$ cat src/rtl/xbar_rr_parthi.sv
// Registered N_IN x N_OUT crossbar: per-output round-robin arbiter feeding a one-entry
// valid/ready output register; words addressed beyond the last output are dropped and counted.
module xbar_rr_parthi #(
  parameter int N_IN  = 4,
  parameter int N_OUT = 4,
  parameter int DW    = 8,
  parameter int SELW  = 2,
  parameter int IDW   = 2
) (
  input  logic                  clk,
  input  logic                  rst,
  input  logic [N_IN-1:0]       in_valid,
  input  logic [N_IN*DW-1:0]    in_data,
  input  logic [N_IN*SELW-1:0]  in_dest,
  output logic [N_IN-1:0]       in_ready,
  output logic [N_OUT-1:0]      out_valid,
  output logic [N_OUT*DW-1:0]   out_data,
  output logic [N_OUT*IDW-1:0]  out_src,
  input  logic [N_OUT-1:0]      out_ready,
  output logic [7:0]            drop_cnt
);

  localparam int CNTW = $clog2(N_IN + 1) + 9;
  localparam logic [SELW:0] N_OUT_L = (SELW+1)'(N_OUT);

  logic [SELW-1:0]              dest [N_IN];
  logic [DW-1:0]                data [N_IN];
  logic [N_IN-1:0]              dest_bad;
  logic [N_OUT-1:0][N_IN-1:0]   req;
  logic [N_OUT-1:0]             gnt_vld;
  logic [N_OUT-1:0]             can_load;
  logic [N_OUT-1:0]             load;
  logic [IDW-1:0]               gnt_idx [N_OUT];
  logic [IDW-1:0]               idx;
  logic [IDW-1:0]               rr_ptr_q [N_OUT];
  logic [IDW-1:0]               rr_ptr_d [N_OUT];
  logic [N_OUT-1:0]             out_valid_q;
  logic [DW-1:0]                out_data_q [N_OUT];
  logic [IDW-1:0]               out_src_q [N_OUT];
  logic [7:0]                   drop_cnt_q;
  logic [7:0]                   drop_cnt_d;
  logic [CNTW-1:0]              drop_sum;

  genvar gi;
  generate
    for (gi = 0; gi < N_IN; gi++) begin : g_in
      assign dest[gi]     = in_dest[gi*SELW +: SELW];
      assign data[gi]     = in_data[gi*DW +: DW];
      assign dest_bad[gi] = in_valid[gi] & ({1'b0, dest[gi]} >= N_OUT_L);
    end
    for (gi = 0; gi < N_OUT; gi++) begin : g_out
      assign out_valid[gi]            = out_valid_q[gi];
      assign out_data[gi*DW +: DW]    = out_data_q[gi];
      assign out_src[gi*IDW +: IDW]   = out_src_q[gi];
    end
  endgenerate

  assign drop_cnt = drop_cnt_q;

  always_comb begin
    for (int j = 0; j < N_OUT; j++) begin
      for (int i = 0; i < N_IN; i++) begin
        req[j][i] = in_valid[i] & ~dest_bad[i] & (dest[i] == SELW'(j));
      end
    end
  end

  // Grants depend only on requests, pointers and output state, never on in_ready itself.
  always_comb begin
    can_load = ~out_valid_q | out_ready;
    gnt_vld  = '0;
    load     = '0;
    in_ready = dest_bad;
    idx      = '0;
    for (int j = 0; j < N_OUT; j++) begin
      gnt_idx[j]  = '0;
      rr_ptr_d[j] = rr_ptr_q[j];
      for (int k = 0; k < N_IN; k++) begin
        idx = IDW'((int'(rr_ptr_q[j]) + k) % N_IN);
        if (!gnt_vld[j] && req[j][idx]) begin
          gnt_vld[j] = 1'b1;
          gnt_idx[j] = idx;
        end
      end
      load[j] = gnt_vld[j] & can_load[j];
      if (load[j]) begin
        in_ready[gnt_idx[j]] = 1'b1;
        rr_ptr_d[j]          = IDW'((int'(gnt_idx[j]) + 1) % N_IN);
      end
    end

    drop_sum = CNTW'(drop_cnt_q);
    for (int i = 0; i < N_IN; i++) begin
      drop_sum = drop_sum + CNTW'(dest_bad[i]);
    end
    drop_cnt_d = (drop_sum > CNTW'(255)) ? 8'hFF : drop_sum[7:0];
  end

  always_ff @(posedge clk or posedge rst) begin
    if (rst) begin
      out_valid_q <= '0;
      drop_cnt_q  <= '0;
      for (int j = 0; j < N_OUT; j++) begin
        rr_ptr_q[j]   <= '0;
        out_data_q[j] <= '0;
        out_src_q[j]  <= '0;
      end
    end else begin
      drop_cnt_q <= drop_cnt_d;
      for (int j = 0; j < N_OUT; j++) begin
        rr_ptr_q[j] <= rr_ptr_d[j];
        if (load[j]) begin
          out_valid_q[j] <= 1'b1;
          out_data_q[j]  <= data[gnt_idx[j]];
          out_src_q[j]   <= gnt_idx[j];
        end else if (out_ready[j]) begin
          out_valid_q[j] <= 1'b0;
        end
      end
    end
  end

endmodule

$ cat config.mk
export PLATFORM = sky130hd
export DESIGN_NAME = xbar_rr_parthi
export DESIGN_NICKNAME = d
export VERILOG_FILES = /design/src/rtl/xbar_rr_parthi.sv
export SDC_FILE = /design/constraint.sdc
export NUM_CORES = 1
export LEC_CHECK = 0
export CAP_MARGIN = 20
export CORE_ASPECT_RATIO = 1.2
export CORE_MARGIN = 2
export CORE_UTILIZATION = 35
export CTS_BUF_LIST = sky130_fd_sc_hd__clkbuf_4 sky130_fd_sc_hd__clkbuf_8
export DETAILED_ROUTE_END_ITERATION = 12
export PLACE_DENSITY = 0.61
export SKIP_CTS_REPAIR_TIMING = 1
export SYNTH_ARGS = -nofsm -noshare
export SYNTH_HDL_FRONTEND = slang
export SYNTH_SLANG_ARGS = --single-unit
$ cat constraint.sdc
create_clock -name clk -period 3.2 [get_ports clk]
set_input_delay 0.48 -clock clk [delete_from_list [all_inputs] [get_ports clk]]
set_output_delay 0.48 -clock clk [all_outputs]
set_load 0.02 [all_outputs]
==> metrics.yaml, run 1 <==
grt_pass1_vias: 3883
crit_path_end_kind: "output pin"
r2r_end: "out_data[4]$_DFFE_PP0P_"
grtUsageTotal_pct: 22.3
crit_chain: "nand4_1 > and3b_1 > o22a_1 > buf_4 > ha_1 > a222oi_1 > nand2_1 > clkbuf_2"
whs_endpoint: "out_src[7]$_DFFE_PP0P_"
fp.dieH_um: 120
r2r_cells: 6
cp.required_ns: 2.72
drt_wl_total_mm: 13.4
grt_max_degree: 53
cts.clk_slew.worst_paths_ns: 0.10
stdcell_count: 682
grt_pass1_wl_mm: 20.8
syn_area_per_cell_um2: 9.50
clock_latency_ns: 0.31
async_reset_ff_share_pct: 100
finClkSkew_ns: 0.00534
dp.cells: 674
cts_inserted_buffers: 5
design_area_mm2: 0.00552
synthDistinctLibCells: 61
syn_area_mm2: 0.00393
p_int_mw: 1.63
grt_overflow: 0
cp-start-kind: "flip-flop"
synth-edff-count: 0
syn_to_final_growth_pct: 40.4
seqCellArea_mm2: 0.00130
maxCapViolCount: 0
diodes: 0
route.detailed.drc: 0
tritoncts: "yes"
detail-route-antenna-nets: 0
fin_crit_sh_pct: 93.2
hpwl_mm: 10.4
ys_seq_area_share_pct: 33.1
wl_per_cell_um: 19.7
period_minus_slack_ns: 2.98
worst_slew_pin_slew_ns: 0.970
critical_path_class: "reg -> out"
finalPower_mw: 2.63
p_leak_nw: 2.36
synth-warning-count: 0
die_w_um: 101
io_pins: 106
first_iter_violations: 269
reg2reg_slack_ns: 0.94
ys_seq_elements: 52
port_buffers: 97
finalSetupViolations: 0
dpl_worst_slack_ns: -0.603
final_cell_mix: "81 x clkdlybuf4s50_1, 61 x buf_4, 52 x dfrtp_1"
slew_violations: 0
slowest_stage: "dfrtp_1"
worst_path_dominant_cell_family: "compound AO/OA/AOI/OAI gates"
slew_headroom_pct: 34.8
layout_commonest_cell: "clkdlybuf4s50_1"
hold_class: "reg -> reg"
powerDensity_mw_per_mm2: 477
outcome: "completed"
yosys_most_used_dff: "dfrtp_1"
hold_viol_final: 0
start_util_pct: 35.8
worst-path-buf-inv: 2
ir_drop_uv: 242
hold_ws_ns: 0.490
firstDrtPassIters: 5
final_nets: 613
power_frac_seq_pct: 36.5
clock_sinks: 52
p_sw_share_pct: 38.1
switching_power_mw: 1.00
slowest_delay_ns: 0.49
crit_start: "rr_ptr_q[1]$_DFFE_PP0P_"
multi_input_area_mm2: 0.00239
gp_congestion: 0.914
core_mm2: 0.0110
clockRootBuffer: "clkbuf_8"
cp_max_fo: 6
hold_depth: 1
place_area_mm2: 0.00535
drive_above_1_share_pct: 18.9
clockBufferDepth: 2
placementRows: 42
num_vias: 3923
cts_htree_levels: 2
rsz0062_at_grt: "false"
min-delay-start: "out_src[7]$_DFFE_PP0P_"
cp.arrival_ns: 2.50
r2r_start: "rr_ptr_q[7]$_DFFE_PP0P_"
die-area_mm2: 0.0121
power_frac_clock_pct: 17.1
nFillCells: 1055
setup_slack_ns: 0.217
pwr-share-comb_pct: 46.4
syn_inst: 414
antenna_found_initial: 0
timing.fmax_mhz: 335
viasPerCell: 5.75
## worst max-delay path by stage
stage / end / slack [ns] / depth (start not counted)
2_1_floorplan: in_ready[0] / 0.25 / 10
3_3_place_gp: in_ready[1] / -0.62 / 9
3_5_place_dp: in_ready[1] / -0.60 / 9
4_1_cts: in_ready[1] / -0.62 / 9
5_1_grt: in_ready[0] / 0.06 / 9
6_report: in_ready[2] / 0.22 / 8
## area by class of cell
class / instances / share of cell area, %
multi-input combinational: 306 / 43.3
timing repair buffer: 160 / 26.6
inverter: 26 / 1.77
clock inverter: 1 / 0.544
clock buffer: 5 / 1.25
tap: 132 / 2.99
sequential: 52 / 23.6
## metrics by stage
stage          TNS, ns  utilization, %
2_1_floorplan        0               -
3_3_place_gp     -2.27            48.7
3_5_place_dp     -2.62            48.7
4_1_cts          -2.22            49.6
5_1_grt              0            50.3
6_report             0            50.3
## power by group through the flow
stage	clock (mW)	combinational [mW]	sequential [mW]
finish	0.451	1.22	0.962
global route	0.489	1.31	0.985
CTS	0.467	1.23	0.962
detailed placement	0	1.22	0.973
global placement	0	1.21	0.972
floorplan	0	0.476	1.12
## worst register-to-register path, cell delays in order, from the launching register on
cell,delay [ns]
dfrtp_1,0.46
or4b_1,0.60
a21oi_4,0.24
or3_4,0.16
buf_4,0.25
mux2i_1,0.32
a211oi_2,0.11
## kinds of logic (layout without fill, tap and decap cells)
kind of cell	count (synthesis)	in the layout	synth area share (%)
AND/OR/NAND/NOR	130	130	20.5
AO/OA/AOI/OAI	120	120	25.5
buffers and inverters	63	192	7.76
flip-flops	52	52	33.1
multiplexers	35	35	9.00
adder cells (fa/ha/maj)	12	12	3.82
other	1	8	0.0953
XOR/XNOR	1	1	0.223
## registers in the layout, indices dropped and copies added, names as in the netlist
register,count
out_data,32
out_src,8
rr_ptr_q,8
out_valid,4
## synthesized netlist by cell type, drive strengths merged, types with 4 or more instances
| cell | n | area share (%) |
|---|---|---|
| nand2b | 6 | 0.95 |
| a211oi | 40 | 7.8 |
| a21oi | 6 | 1.1 |
| and2 | 6 | 0.95 |
| nor3 | 5 | 1.5 |
| nand3b | 9 | 1.7 |
| o21a | 5 | 0.95 |
| a31oi | 16 | 2.5 |
| nand4 | 5 | 0.80 |
| nand4b | 5 | 1.1 |
| o21ai | 10 | 1.4 |
| or3b | 5 | 1.1 |
| buf | 25 | 4.1 |
| dfrtp | 52 | 33 |
| ha | 12 | 3.8 |
| a21o | 7 | 1.3 |
| mux2i | 32 | 8.1 |
| nor2 | 36 | 3.4 |
| inv | 26 | 2.5 |
| clkbuf | 12 | 1.1 |
| a222oi | 4 | 1.0 |
| nand2 | 12 | 1.1 |
| a2111oi | 25 | 8.0 |
| nor4 | 14 | 2.2 |
| nand3 | 6 | 0.76 |
## routing by layer
metal | GRT usage [%] | part of all wire, %
met5 | 0 | 0
met4 | 6.16 | 2.1
met3 | 2.74 | 5.4
met2 | 38.3 | 50
met1 | 29.3 | 42
Power figures use the tool's default switching activity.
==> run 2: changes to the inputs <==
Settings changed: CTS_CLUSTER_SIZE set to 30, PLACE_DENSITY 0.61 to 0.72.
==> metrics.yaml, run 2 (same netlist as run 1, synthesis figures left out) <==
grt_pass1_vias: 3935  # was 3883
crit_path_end_kind: "output pin"  # unchanged
detail-route-antenna-nets: 0  # unchanged
hold_class: "reg -> reg"  # unchanged
die-area_mm2: 0.0121  # unchanged
topRoutingLayerUsed: "met4"  # unchanged
placementRows: 42  # unchanged
firstDrtPassIters: 5  # unchanged
largest_reg_flops: 32  # unchanged
diodes: 0  # unchanged
ir_drop_uv: 213  # was 242 uV
layout_commonest_cell: "clkdlybuf4s50_1"  # unchanged
slew_violations: 0  # unchanged
wl_met1_mm: 5.52  # was 5.63 mm
multi_input_area_mm2: 0.00240  # was 0.00239 mm^2
dr_wl_met3_um: 819  # was 729 um
dpl_worst_slack_ns: -0.550  # was -0.603 ns
timing.fmax_mhz: 332  # was 335 MHz
final_nets: 610  # was 613
clock_latency_ns: 0.32  # was 0.31 ns
route.detailed.drc: 0  # unchanged
finClkSkew_ns: 0.00486  # was 0.00534 ns
drt_wl_total_mm: 13.4  # about the same
cts_inserted_buffers: 5  # unchanged
design_area_mm2: 0.00551  # was 0.00552 mm^2
hold_viol_final: 0  # unchanged
slowest_stage: "dfrtp_1"  # unchanged
io_pins: 106  # unchanged
setup_slack_ns: 0.185  # was 0.217 ns
maxCapViolCount: 0  # unchanged
powerDensity_mw_per_mm2: 485  # was 477 mW/mm^2
finalSetupViolations: 0  # unchanged
fp.dieH_um: 120  # unchanged
drive_above_1_share_pct: 19.1  # was 18.9%
clockBufferDepth: 2  # unchanged
cp.arrival_ns: 2.53  # was 2.50 ns
place_area_mm2: 0.00530  # was 0.00535 mm^2
slowest_delay_ns: 0.47  # was 0.49 ns
seqCellArea_mm2: 0.00130  # unchanged
worst_slew_pin_slew_ns: 0.962  # was 0.970 ns
crit_chain: "and4b_1 > o21ai_2 > and3_4 > inv_1 > ha_1 > a222oi_1 > o31ai_1 > clkbuf_2"  # was nand4_1 > and3b_1 > o22a_1 > buf_4 > ha_1 > a222oi_1 > nand2_1 > clkbuf_2
start_util_pct: 35.8  # unchanged
viasPerCell: 5.81  # was 5.75
cts_htree_levels: 2  # unchanged
num_vias: 3959  # was 3923
cts.clk_slew.worst_paths_ns: 0.10  # about the same
syn_to_final_growth_pct: 40.0  # was 40.4%
critical_path_class: "reg -> out"  # unchanged
first_iter_violations: 246  # was 269
outcome: "completed"  # unchanged
clockRootBuffer: "clkbuf_8"  # unchanged
grt_overflow: 0  # unchanged
fin_crit_sh_pct: 94.2  # was 93.2%
nFillCells: 999  # was 1055
antenna_found_initial: 0  # unchanged
wl_met2_mm: 6.70  # was 6.77 mm
grt_max_degree: 29  # was 53
tritoncts: "yes"  # unchanged
wl_per_cell_um: 19.6  # was 19.7 um
hold_ws_ns: 0.484  # was 0.490 ns
hpwl_mm: 10.3  # was 10.4 mm
grt_pass1_wl_mm: 20.7  # was 20.8 mm
slew_headroom_pct: 35.3  # was 34.8%
period_minus_slack_ns: 3.01  # was 2.98 ns
cp.required_ns: 2.72  # about the same
cp_max_fo: 6  # unchanged
final_cell_mix: "81 x clkdlybuf4s50_1, 59 x buf_4, 52 x dfrtp_1"  # was 81 x clkdlybuf4s50_1, 61 x buf_4, 52 x dfrtp_1
rsz0062_at_grt: "false"  # unchanged
grtUsageTotal_pct: 21.9  # was 22.3%
p_leak_nw: 2.34  # was 2.36 nW
die_w_um: 101  # unchanged
gp_congestion: 0.905  # was 0.914
core_mm2: 0.0110  # unchanged
clock_sinks: 52  # unchanged
port_buffers: 97  # unchanged
cp-start-kind: "flip-flop"  # unchanged
==> run 2: stage by stage <==
step                cells  util (%)  TNS [ns]  total power [mW]
finish                681      50.2         0              2.67
detailed placement    668      48.3     -2.18              2.19
global placement      668      48.3     -2.01              2.17
global route          681      50.2         0              2.81
CTS                   676      49.3     -2.22              2.68
floorplan             421         -         0              1.59
==> run 2: critical path, delay by kind of cell, from the launching register on <==
| family | cells | cell delay (ns) |
|---|---|---|
| buffers and inverters | 2 | 0.26 |
| AND/OR/NAND/NOR | 2 | 0.49 |
| flip-flops | 1 | 0.47 |
| AO/OA/AOI/OAI | 3 | 0.78 |
| adder cells (fa/ha/maj) | 1 | 0.21 |
==> run 2: per-layer routing <==
metal / vias up / track usage, %
li1: 1856 / -
met5: - / 0
met3: 27 / 3.20
met1: 1899 / 27.6
met4: 0 / 6.51
met2: 177 / 38.3
==> run 2: path summary, 6_finish.rpt <==
check	start	to	slack, ns	depth (start not counted)
worst max-delay path	rr_ptr_q[1]$_DFFE_PP0P_	in_ready[0]	0.19	8
worst min-delay path	out_src[1]$_DFFE_PP0P_	out_src[1]$_DFFE_PP0P_	0.48	1
worst max register to register	rr_ptr_q[7]$_DFFE_PP0P_	out_data[7]$_DFFE_PP0P_	0.86	7
worst min register to register	out_src[1]$_DFFE_PP0P_	out_src[1]$_DFFE_PP0P_	0.48	1
max in group asynchronous	rst	out_data[23]$_DFFE_PP0P_	2.35	3
min in group asynchronous	rst	out_src[5]$_DFFE_PP0P_	0.53	3
==> run 2: final cells by class <==
cell class,count,share of cell area [%]
Tap cell,132,3.00
Clock buffer,6,1.39
Timing Repair Buffer,157,26.1
Inverter,26,1.77
Clock inverter,2,0.636
Multi-Input combinational cell,306,43.5
Sequential cell,52,23.6
==> run 2: power by group <==
group | internal (mW) | switching (mW)
clock | 0.241 | 0.241
combinational | 0.579 | 0.649
sequential | 0.825 | 0.139
